<file path="src/rtl/seq_shifter.sv">
// seq_shifter: multi-cycle SLL/SRL/SRA/ROTL unit shifting up to STEP positions per clock
module seq_shifter #(
    parameter int WIDTH   = 32,
    parameter int SHAMT_W = 5,
    parameter int STEP    = 4
) (
    input  logic               clk,
    input  logic               rst,
    input  logic               start,
    input  logic [1:0]         mode,
    input  logic [WIDTH-1:0]   a,
    input  logic [SHAMT_W-1:0] shamt,
    output logic               ready,
    output logic               busy,
    output logic               done,
    output logic [WIDTH-1:0]   result
);
    typedef enum logic [1:0] {IDLE, SHIFT, DONE} state_t;

    // STEP may equal WIDTH, which needs one bit more than a shift amount
    localparam logic [SHAMT_W:0] STEP_W = (SHAMT_W + 1)'(STEP);

    state_t             state, state_nxt;
    logic [WIDTH-1:0]   work, shifted;
    logic [SHAMT_W-1:0] rem, k;
    logic [1:0]         mode_q;
    logic               accept;

    assign ready  = (state == IDLE) || (state == DONE);
    assign busy   = state == SHIFT;
    assign done   = state == DONE;
    assign accept = start && ready;

    // Step size, one step of the latched operation, and next state
    always_comb begin
        k = ({1'b0, rem} < STEP_W) ? rem : STEP_W[SHAMT_W-1:0];
        shifted = (mode_q == 2'b00) ? work << k :
                  (mode_q == 2'b01) ? work >> k :
                  (mode_q == 2'b10) ? $unsigned($signed(work) >>> k) :
                  (work << k) | (work >> (SHAMT_W'(0) - k));
        state_nxt = accept            ? ((shamt == '0) ? DONE : SHIFT) :
                    (state == SHIFT)  ? ((rem == k) ? DONE : SHIFT) :
                    (state == DONE)   ? IDLE : state;
    end

    // State register
    always_ff @(posedge clk or posedge rst) begin
        if (rst) state <= IDLE;
        else     state <= state_nxt;
    end

    // Operand capture, per-cycle shifting and result write on entry to DONE
    always_ff @(posedge clk or posedge rst) begin
        if (rst) begin
            work   <= '0;
            rem    <= '0;
            mode_q <= '0;
            result <= '0;
        end else if (accept) begin
            work   <= a;
            rem    <= shamt;
            mode_q <= mode;
            if (shamt == '0) result <= a;
        end else if (state == SHIFT) begin
            work <= shifted;
            rem  <= rem - k;
            if (rem == k) result <= shifted;
        end
    end
endmodule

</file>
<file path="config.mk">
export PLATFORM = sky130hd
export DESIGN_NAME = seq_shifter
export DESIGN_NICKNAME = d
export VERILOG_FILES = /design/src/rtl/seq_shifter.sv
export SDC_FILE = /design/constraint.sdc
export NUM_CORES = 1
export LEC_CHECK = 0
export CAP_MARGIN = 20
export CORE_ASPECT_RATIO = 1.2
export CORE_MARGIN = 2
export CORE_UTILIZATION = 30
export DETAILED_ROUTE_END_ITERATION = 12
export DONT_BUFFER_PORTS = 1
export PLACE_DENSITY = 0.45
export SLEW_MARGIN = 40
export SYNTH_ARGS = -nofsm -noshare
export SYNTH_HDL_FRONTEND = slang
export SYNTH_SLANG_ARGS = --single-unit
</file>
<file path="constraint.sdc">
create_clock -name clk -period 10.8 [get_ports clk]
set_clock_uncertainty 0.05 [all_clocks]
set_input_delay 3.24 -clock clk [delete_from_list [all_inputs] [get_ports clk]]
set_output_delay 3.24 -clock clk [all_outputs]
set_load 0.01 [all_outputs]
</file>
# --- Word-level counts from Yosys, hierarchy flattened ---
# Index checks and enable logic that the tools add are counted.
classes:
  addsub: 2
  n_reduce_logical: 9
  shifts: 4
  n_mux: 17
  magnitude_cmp: 1
  bitwise: 1
  n_mul: 0
  eq_ne: 6
  n_div: 0
ops:
  columns: ["operator", "count"]
  rows:
  - ["$mux 32", 9]
  - ["$shr 32x5->32", 2]
  - ["$or 32x32->32", 1]
  - ["$shl 32x5->32", 1]
  - ["$sshr 32x5->32", 1]
  - ["$mux 5", 3]
  - ["$mux 2", 5]
  - ["$eq 5x5->1", 1]
  - ["$logic_not 5->1", 1]
  - ["$lt 5x3->1 const B", 1]
  - ["$sub 1x5->5 const A", 1]
  - ["$sub 5x5->5", 1]
  - ["$eq 2x1->1 const B", 2]
  - ["$eq 2x2->1 const B", 2]
  - ["$logic_not 2->1", 2]
  - ["$reduce_bool 2->1", 2]
  - ["$reduce_and 3->1", 1]
  - ["$reduce_bool 3->1", 1]
  - ["$ne 2x1->1 const B", 1]
  - ["$logic_and 1x1->1", 1]
  - ["$logic_or 1x1->1", 1]
word_totals:
  mem_bits_ro: 0
  mem_count: 0
  elab_cells: 45
  latch_bits: 0
  ram_bits: 0
  ff_bits: 73
  in_bits: 42
  out_inout_bits: 35

# --- Longest topological paths before layout ---
# Gate-level depths: netlist of run 1.
depth:
  word_depth: 11
  mapped_depth: 17
  mapped_depth_nobuf: 10

# --- Worst setup path before layout of run 1 ---
# Ideal clock, no wire load.
synth_timing:
  path_type: "input port to flip-flop"
  startpoint: "in shamt[3]"
  endpoint: "reg result[4]"
  setup_slack_ns: 5.754
  setup_ns: 0.121
  n_path_buf: 2
  t_arrival_ns: 4.874
  required_ns: 10.629
  stages: 7
  path_cell_list: "or4_1 nor3_1 nor2_1 clkbuf_1 clkbuf_1 a22oi_1 nand2_1"
synth_between:
  elab_chain_cells: 3
synth_rtl:
  columns: ["item", "line_no", "rtl"]
  rows:
  - ["start, declared", "12", "input logic [SHAMT_W-1:0] shamt,"]
  - ["$logic_not 5->1", "63", "if (shamt == '0) result <= a;"]
  - ["$ne 2x1->1 (no line)", null, null]
  - ["$reduce_and 3->1 (no line)", null, null]
  - ["end signal, assigned", "67", "if (rem == k) result <= shifted;"]
  - ["end, declared", "16", "output logic [WIDTH-1:0] result"]
# Every way passes these cells.
# A chain may end at the register's enable or synchronous reset.

# --- Final worst setup path of run 1 ---
layout_timing:
  startpoint: "in start"
  endpoint: "reg result[2]"
layout_between:
  elab_chain_cells: 3
  word_cells_on_any_way: 6
layout_rtl:
  columns: ["item", "line_no", "rtl"]
  rows:
  - ["start, declared", "9", "input logic start,"]
  - ["$logic_and 1x1->1 (*)", "32", "assign accept = start && ready;"]
  - ["$ne 2x1->1 (no line) or $reduce_bool 2->1 (tied branches)", null, null]
  - ["$reduce_and 3->1 (no line)", null, null]
# Mark *: on every way between the ends. The rest lies on a longest branch, timed or not.

==> results of run 1 <==
[worst max-delay path, cell delays in order]
cell	delay, ps
o21ai_2	30
buf_4	380
and2_1	370
nand3_1	440
nand2_1	660
mux2_2	410
a21o_1	150
[kinds of logic after synthesis]
group,share of synthesized area [%]
AND/OR/NAND/NOR,22.7
AO/OA/AOI/OAI,27.4
buffers and inverters,6.65
multiplexers,15.9
flip-flops,25.6
XOR/XNOR,0.843
adder cells (fa/ha/maj),0.878
other,0.0526
[routing by layer]
layer	track usage, %	up-vias	routed length, um
met5	0	-	0
met1	34.2	3671	13000
met4	9.95	0	1190
li1	-	3325	-
met3	3.43	70	2070
met2	38.0	347	14000
[worst max-delay path by stage]
stage,startpoint,to,slack [ps],cells past startpoint
after floorplan,rst,mode_q[0]$_DFFE_PP0P_,5660,1
after global placement,start,result[2]$_DFFE_PP0P_,4970,7
after detailed placement,start,result[2]$_DFFE_PP0P_,4910,7
after CTS,start,result[2]$_DFFE_PP0P_,5280,7
after global routing,start,result[2]$_DFFE_PP0P_,5080,7
final,start,result[2]$_DFFE_PP0P_,5300,7
[final cells by class]
class	instances	area (um^2)	share of cell area (%)
Timing Repair Buffer	19	146	1.91
Tap cell	315	394	5.15
Multi-Input combinational cell	755	4870	63.7
Clock buffer	10	229	2.99
Clock inverter	6	115	1.51
Antenna cell	1	2.50	0.0327
Inverter	15	62.6	0.818
Sequential cell	73	1830	23.9
[metrics by stage]
stage	hold slack (ps)	std cells	cell area (um^2)	utilization [%]
global route	527	1193	7640	32.8
global placement	467	1177	7290	31.3
detailed placement	483	1177	7300	31.4
CTS	498	1193	7640	32.8
floorplan	425	936	7130	-
finish	491	1194	7650	32.8
[sequential cells by signal, summed over array words and instances (netlist names)]
| register | flops |
|---|---|
| rem | 5 |
| work | 32 |
| state | 2 |
| mode_q | 2 |
| result | 32 |
[layout by cell type (no fill, tap or decap), types with 7 or more instances in the layout]
master and n:
nand3_1 33, o211ai_1 22, a31oi_1 20, o21ai_1 29, a21oi_1 69, buf_4 18
mux4_2 18, a221oi_1 8, a22oi_1 9, o31ai_1 8, nand3b_1 10, clkbuf_16 9
a211oi_1 17, dfrtp_1 71, a21o_1 11, nor3_1 12, mux2i_1 56, nor2_1 61
o21ai_0 42, nand2b_1 7, nand2_1 194, inv_1 11
==> reports/metrics.cfg, run 1 <==
[hold_path]
holdPathEnd = state[1]$_DFFE_PP0P_
worstHoldStart = state[1]$_DFFE_PP0P_
min_delay_path_depth = 2
hp-class = reg -> reg

[grt]
grt_use_total_pct = 24.5
grt_max_degree = 74
grt_pass1_vias = 7284
grt_pass1_wl_um = 46900
grt.overflow.total = 0
antenna_found_initial = 0

[timing]
period_share_pct = 50.9
hold_viol_final = 0
worst_slew_pin_slew_ps = 869
finalSetupViolCount = 0
grt_setup_unrepaired = no
relSlewSlack_pct = 41.7
max_clock_freq_mhz = 182
final.setup.tns_ps = 0
period_needed_ps = 5500
setup_ws_ps = 5300
drv_slew = 0

[place]
post-place-ws_ps = 4910
hpwl_um = 21500
globalplace.congestion = 0.963
numPortBuffers = 0

[setup_path]
r2r_end = work[6]$_DFFE_PP0P_
cp-end-kind = register
r2r_start = rem[3]$_DFFE_PP0P_
reg2reg_slack_ps = 5950
worst-setup-path-type = in -> reg
cp_max_fo = 35
worstPathArrival_ps = 5680
r2r_cells = 12
cp-start-kind = input pin
required_ps = 10990

[floorplan]
row_count = 61
pin_count = 77
dieArea_mm2 = 0.0250
initial_core_util_pct = 30.6
core_mm2 = 0.0233
chipWidth_um = 145
dieHeight_um = 173

[clocking]
cts_tree = done
holdBufCountCts = 0
clk_pin_slew_ps = 70
cts_setup_buffers = 0
clk-insertion-delay-late_ps = 350
cts_resized = 0
root_buffer = clkbuf_16
clockBufferDepth = 2
htreeDepth = 3
numCtsBuffers = 9
numClockSinks = 73

[yosys]
synth_edf_count = 0
synth_cells = 936
synth_top_area_cell = dfrtp_1
synth_nets = 983
synth_cell_type_count = 78
synth_top_area_share_pct = 25.6
yosysMostFrequentCell = nand2_1
syn_avg_cell_area_um2 = 7.62
synthArstFlopShare_pct = 100
synth_seq_cells = 73
yosysWarnings = 0
synthFlopType = dfrtp_1
synth-seq-area-share_pct = 25.6
syn_area_mm2 = 0.00713
synthTopCellsByArea = dfrtp_1 (26%), nand2_1 (10%), mux2i_1 (7.9%)
synth_common_cells = nand2_1 (194), dfrtp_1 (73), a21oi_1 (69), clkbuf_1 (63), nor2_1 (62)

[drt]
dr.pass1.iters = 5
drtIter0Drc = 700
final_antenna_net_count = 0
drc = 0
wire_per_inst_um = 25.4
drt-total-wl_um = 30300
viasPerCell = 6.21
num_vias = 7413

[layout]
fin_nets = 920
n_fill_cell = 2515
drive_above_1_share_pct = 10.0
areaGrowthSynthToFinish_pct = 7.25

[run_status]
status = finished clean

[job]
maxCapViolCount = 0

Power of run 1 is left out: the tool's default activity adds up to more than one toggle a clock period on the data nets, which glitch-free logic cannot reach.
==> inputs of run 2 (changes only) <==
--- a/config.mk
+++ b/config.mk
@@ -11,7 +11,7 @@
 export CORE_UTILIZATION = 30
 export DETAILED_ROUTE_END_ITERATION = 12
 export DONT_BUFFER_PORTS = 1
-export PLACE_DENSITY = 0.45
+export PLACE_DENSITY = 0.46
 export SLEW_MARGIN = 40
 export SYNTH_ARGS = -nofsm -noshare
 export SYNTH_HDL_FRONTEND = slang
==> constraint.sdc (replaced) <==
create_clock -name clk -period 5 [get_ports clk]
set_clock_uncertainty 0.05 [all_clocks]
set_input_delay 1.5 -clock clk [delete_from_list [all_inputs] [get_ports clk]]
set_output_delay 1.5 -clock clk [all_outputs]
set_load 0.01 [all_outputs]
==> run 2 against run 1 <==
Effect of this change: sequential cell count unchanged; sequential share of layout area decreased by 0.16 points; die area stayed put; routed wire length up 2.5%; non-clock buffer count rose by 9; final area up 0.61%; critical path depth up 4; hold slack hardly changed; register-to-register slack got worse by 5000 ps; critical endpoint is now work[2]$_DFFE_PP0P_; clock-buffer cell count down 1.
==> reports/metrics.cfg, run 2 (synthesis gave the netlist of run 1 again) <==
[timing]
grt_setup_unrepaired = no
finalSetupViolCount = 0
worst_slew_pin_slew_ps = 785
final.setup.tns_ps = 0
drv_slew = 0
hold_viol_final = 0
period_needed_ps = 4050
period_share_pct = 80.9
relSlewSlack_pct = 47.5
max_clock_freq_mhz = 247

[clocking]
holdBufCountCts = 0
clk_pin_slew_ps = 80
cts_setup_buffers = 0
numCtsBuffers = 9
root_buffer = clkbuf_16
clk-insertion-delay-late_ps = 360
cts_tree = done
clockBufferDepth = 2
numClockSinks = 73
cts_resized = 0
htreeDepth = 3

[setup_path]
cp_max_fo = 44
crit_chain = nor4b_4 -> inv_6 -> ha_1 -> buf_4 -> nor4b_4 -> nand2_1 -> o21ai_1 -> a21oi_1 -> o311a_1 -> nor3_1 -> a211o_1
reg2reg_slack_ps = 950
required_ps = 5230
cp-start-kind = register
cp-end-kind = register
critPathMaxStageDelay_ps = 710
worstPathArrival_ps = 4280
crit_family = simple AND/OR/NAND/NOR gates
r2r_start = rem[3]$_DFFE_PP0P_
r2r_cells = 11
critical_path_buf_inv_count = 2
crit_slowest_cell = dfrtp_1
worst_path_most_repeated_cell = nor4b_4
worst-setup-path-type = reg -> reg
r2r_end = work[2]$_DFFE_PP0P_

[hold_path]
min_delay_path_depth = 2
hp-class = reg -> reg
worstHoldStart = state[1]$_DFFE_PP0P_
holdPathEnd = state[1]$_DFFE_PP0P_

[drt]
num_vias = 7550
drc = 0
dr.pass1.iters = 7
drt-total-wl_um = 31000
wire_per_inst_um = 25.8
final_antenna_net_count = 0
viasPerCell = 6.28
drtIter0Drc = 802

[floorplan]
core_mm2 = 0.0233
chipWidth_um = 145
pin_count = 77
initial_core_util_pct = 30.6
row_count = 61
dieHeight_um = 173
dieArea_mm2 = 0.0250

[layout]
antenna_cells = 0
final_cell_mix = nand2_1 (194), dfrtp_1 (72), a21oi_1 (69)
top_regs = result (32), work (32), rem (5)
n_fill_cell = 2498
layout.cells.non_filler = 1202
fin_nets = 929
final_common_cell = nand2_1
areaGrowthSynthToFinish_pct = 7.90
drive_above_1_share_pct = 10.9
fin_area_mm2 = 0.00769

[place]
place_inst = 1186
globalplace.congestion = 1.02
numPortBuffers = 0
hpwl_um = 22700
placed_cell_area_mm2 = 0.00737

[grt]
grt_pass1_vias = 7266
grt.overflow.total = 0
grt_use_total_pct = 25.0
grt_pass1_wl_um = 47400
grt_max_degree = 56
antenna_found_initial = 0

[job]
maxCapViolCount = 0

[run_status]
status = finished clean

## run 2: layout make-up
type / instances / area (um^2) / area share (%)
clock buffers: 9 / 225 / 2.93
clock inverters: 7 / 98.8 / 1.28
inverters: 15 / 63.8 / 0.830
multi-input cells: 755 / 4870 / 63.3
flip-flops and latches: 73 / 1830 / 23.8
well taps: 315 / 394 / 5.12
repair buffers: 28 / 210 / 2.73
## run 2: per-layer routing
layer / global-route usage (%) / up-vias / wire length (um)
li1: - / 3349 / -
met1: 34.9 / 3754 / 13200
met2: 38.5 / 377 / 14400
met3: 3.54 / 70 / 2230
met4: 10.2 / 0 / 1220
met5: 0 / - / 0
## run 2: stage by stage
| stage | util (%) | hold WS [ps] | worst slack [ps] |
|---|---|---|---|
| final | 33.0 | 491 | 955 |
| after global routing | 33.0 | 530 | 802 |
| after CTS | 33.0 | 491 | 1050 |
| after detailed placement | 31.6 | 477 | 1080 |
| after global placement | 31.6 | 474 | 1140 |
| after floorplan | - | 425 | 1510 |
## run 2: worst max path at each step
| stage | startpoint | to | slack (ps) | cells past startpoint |
|---|---|---|---|---|
| global placement | start | result[31]$_DFFE_PP0P_ | 1140 | 7 |
| global route | rem[3]$_DFFE_PP0P_ | result[3]$_DFFE_PP0P_ | 800 | 11 |
| CTS | rem[3]$_DFFE_PP0P_ | work[18]$_DFFE_PP0P_ | 1050 | 11 |
| detailed placement | rem[3]$_DFFE_PP0P_ | work[2]$_DFFE_PP0P_ | 1080 | 11 |
| finish | rem[3]$_DFFE_PP0P_ | work[2]$_DFFE_PP0P_ | 950 | 11 |
| floorplan | rem[0]$_DFFE_PP0P_ | result[20]$_DFFE_PP0P_ | 1510 | 17 |
## run 2: worst min-delay path, cell delays in order, from the launching register on
cell	delay (ps)
dfrtp_1	380
nand2_1	60
o21ai_0	60
Power of run 2 is left out for the same reason.
==> inputs of run 3 (changes only) <==
==> constraint.sdc (replaced) <==
create_clock -name clk -period 3.54 [get_ports clk]
set_clock_uncertainty 0.05 [all_clocks]
set_input_delay 1.062 -clock clk [delete_from_list [all_inputs] [get_ports clk]]
set_output_delay 1.062 -clock clk [all_outputs]
set_load 0.01 [all_outputs]
==> run 3 against run 2 <==
Effect of this change: final cell count up 3.5%; non-clock buffer count is 42 higher; fmax grew 21%; hold slack got worse by 19 ps; worst setup slack lost 770 ps; die area is the same; clock-buffer cell count grew 3; sequential share of layout area shrank 1.1 points; critical endpoint is now work[18]$_DFFE_PP0P_.
==> reports/metrics.cfg, run 3 (synthesis gave the netlist of run 1 again) <==
[drt]
drc = 0
wire_per_inst_um = 25.2
num_vias = 7677
drtIter0Drc = 920
dr.pass1.iters = 7
drt-total-wl_um = 31300
final_antenna_net_count = 0
viasPerCell = 6.17

[floorplan]
pin_count = 77
initial_core_util_pct = 30.6
row_count = 61
dieHeight_um = 173
chipWidth_um = 145
dieArea_mm2 = 0.0250
core_mm2 = 0.0233

[hold_path]
hp-class = reg -> reg

[timing]
final.setup.tns_ps = 0
max_clock_freq_mhz = 298
drv_slew = 0
finalSetupViolCount = 0
worst_slew_pin_slew_ps = 762
relSlewSlack_pct = 49.0
grt_setup_unrepaired = no
period_share_pct = 94.8
hold_viol_final = 0
period_needed_ps = 3360

[place]
globalplace.congestion = 1.03
place_inst = 1228
numPortBuffers = 0
hpwl_um = 23600

[layout]
areaGrowthSynthToFinish_pct = 13.1
drive_above_1_share_pct = 15.1
fin_util_pct = 34.6
n_fill_cell = 2508
fin_nets = 971
final_cell_mix = nand2_1 (194), dfrtp_1 (72), a21oi_1 (69)
layout.cells.non_filler = 1244
top_regs = result (32), work (32), rem (5)
final_common_cell = nand2_1
antenna_cells = 0

[grt]
grt_max_degree = 45
grt_use_total_pct = 25.2
grt_pass1_wl_um = 47500
grt.overflow.total = 0
grt_pass1_vias = 7328
antenna_found_initial = 0

[run_status]
status = finished clean

[setup_path]
cp_max_fo = 11
worst-setup-path-type = reg -> reg
required_ps = 3760
crit_chain = nor4b_4 -> inv_6 -> ha_1 -> buf_4 -> xnor2_2 -> buf_4 -> mux2i_1 -> nor2_1 -> buf_4 -> o31ai_2 -> buf_4 -> nand3b_1 -> a31oi_1
cp-end-kind = register
critPathMaxStageDelay_ps = 470
critical_path_buf_inv_count = 5
worst_path_most_repeated_cell = buf_4
cp-start-kind = register
crit_family = buffers and inverters
worstPathArrival_ps = 3580
crit_slowest_cell = nor4b_4

[clocking]
numClockSinks = 73
htreeDepth = 3
cts_tree = done
holdBufCountCts = 0
clk-insertion-delay-late_ps = 350
clockBufferDepth = 2
root_buffer = clkbuf_16
cts_setup_buffers = 0
clk_pin_slew_ps = 60
numCtsBuffers = 9
cts_resized = 0

[job]
maxCapViolCount = 0

==> run 3: cell types whose count changed in the layout (fill, tap and decap cells not counted), moves of 3 or more <==
| cell | previous run | this run |
|---|---|---|
| clkbuf_8 | 0 | 3 |
| buf_4 | 28 | 67 |
| buf_12 | 0 | 3 |
| inv_6 | 4 | 1 |
==> run 3: area by class of cell <==
cell class	instances	area, um^2	area share, %
Sequential cell	73	1830	22.7
Multi-Input combinational cell	755	4890	60.7
Inverter	15	63.8	0.792
Tap cell	315	394	4.89
Clock inverter	4	50.0	0.621
Timing Repair Buffer	70	563	6.99
Clock buffer	12	267	3.31
==> run 3: per-stage QoR <==
step	hold WS [ps]	area [um^2]	worst slack (ps)
5_1_grt	529	8060	30.9
6_report	473	8060	184
3_5_place_dp	468	7740	72.0
2_1_floorplan	425	7130	50.2
3_3_place_gp	462	7710	41.1
4_1_cts	482	8050	46.1
==> run 3: metal layers <==
metal  up-vias  track usage, %  part of all wire (%)
li1       3421               -                     -
met1      3785            35.1                    42
met2       403            39.0                    46
met3        68            4.04                   8.1
met4         0            9.83                   4.0
met5         -               0                     0
==> run 3: path summary, 6_finish.rpt <==
| path | startpoint | end | slack [ps] | cells after the start |
|---|---|---|---|---|
| setup / recovery | rem[3]$_DFFE_PP0P_ | work[18]$_DFFE_PP0P_ | 180 | 13 |
| hold / removal | state[1]$_DFFE_PP0P_ | state[1]$_DFFE_PP0P_ | 470 | 2 |
| setup reg to reg | rem[3]$_DFFE_PP0P_ | work[18]$_DFFE_PP0P_ | 180 | 13 |
| hold reg to reg | state[1]$_DFFE_PP0P_ | state[1]$_DFFE_PP0P_ | 470 | 2 |
| max in group asynchronous | rst | rem[1]$_DFFE_PP0P_ | 2160 | 2 |
| min in group asynchronous | rst | result[28]$_DFFE_PP0P_ | 560 | 1 |
==> run 3: worst reg2reg max path, stage by stage (launching register included) <==
cell and delay (ps):
dfrtp_1 430, nor4b_4 470, inv_6 130, ha_1 260, buf_4 190, xnor2_2 220
buf_4 180, mux2i_1 220, nor2_1 80, buf_4 160, o31ai_2 420, buf_4 200
nand3b_1 90, a31oi_1 170
Power of run 3 is left out for the same reason.
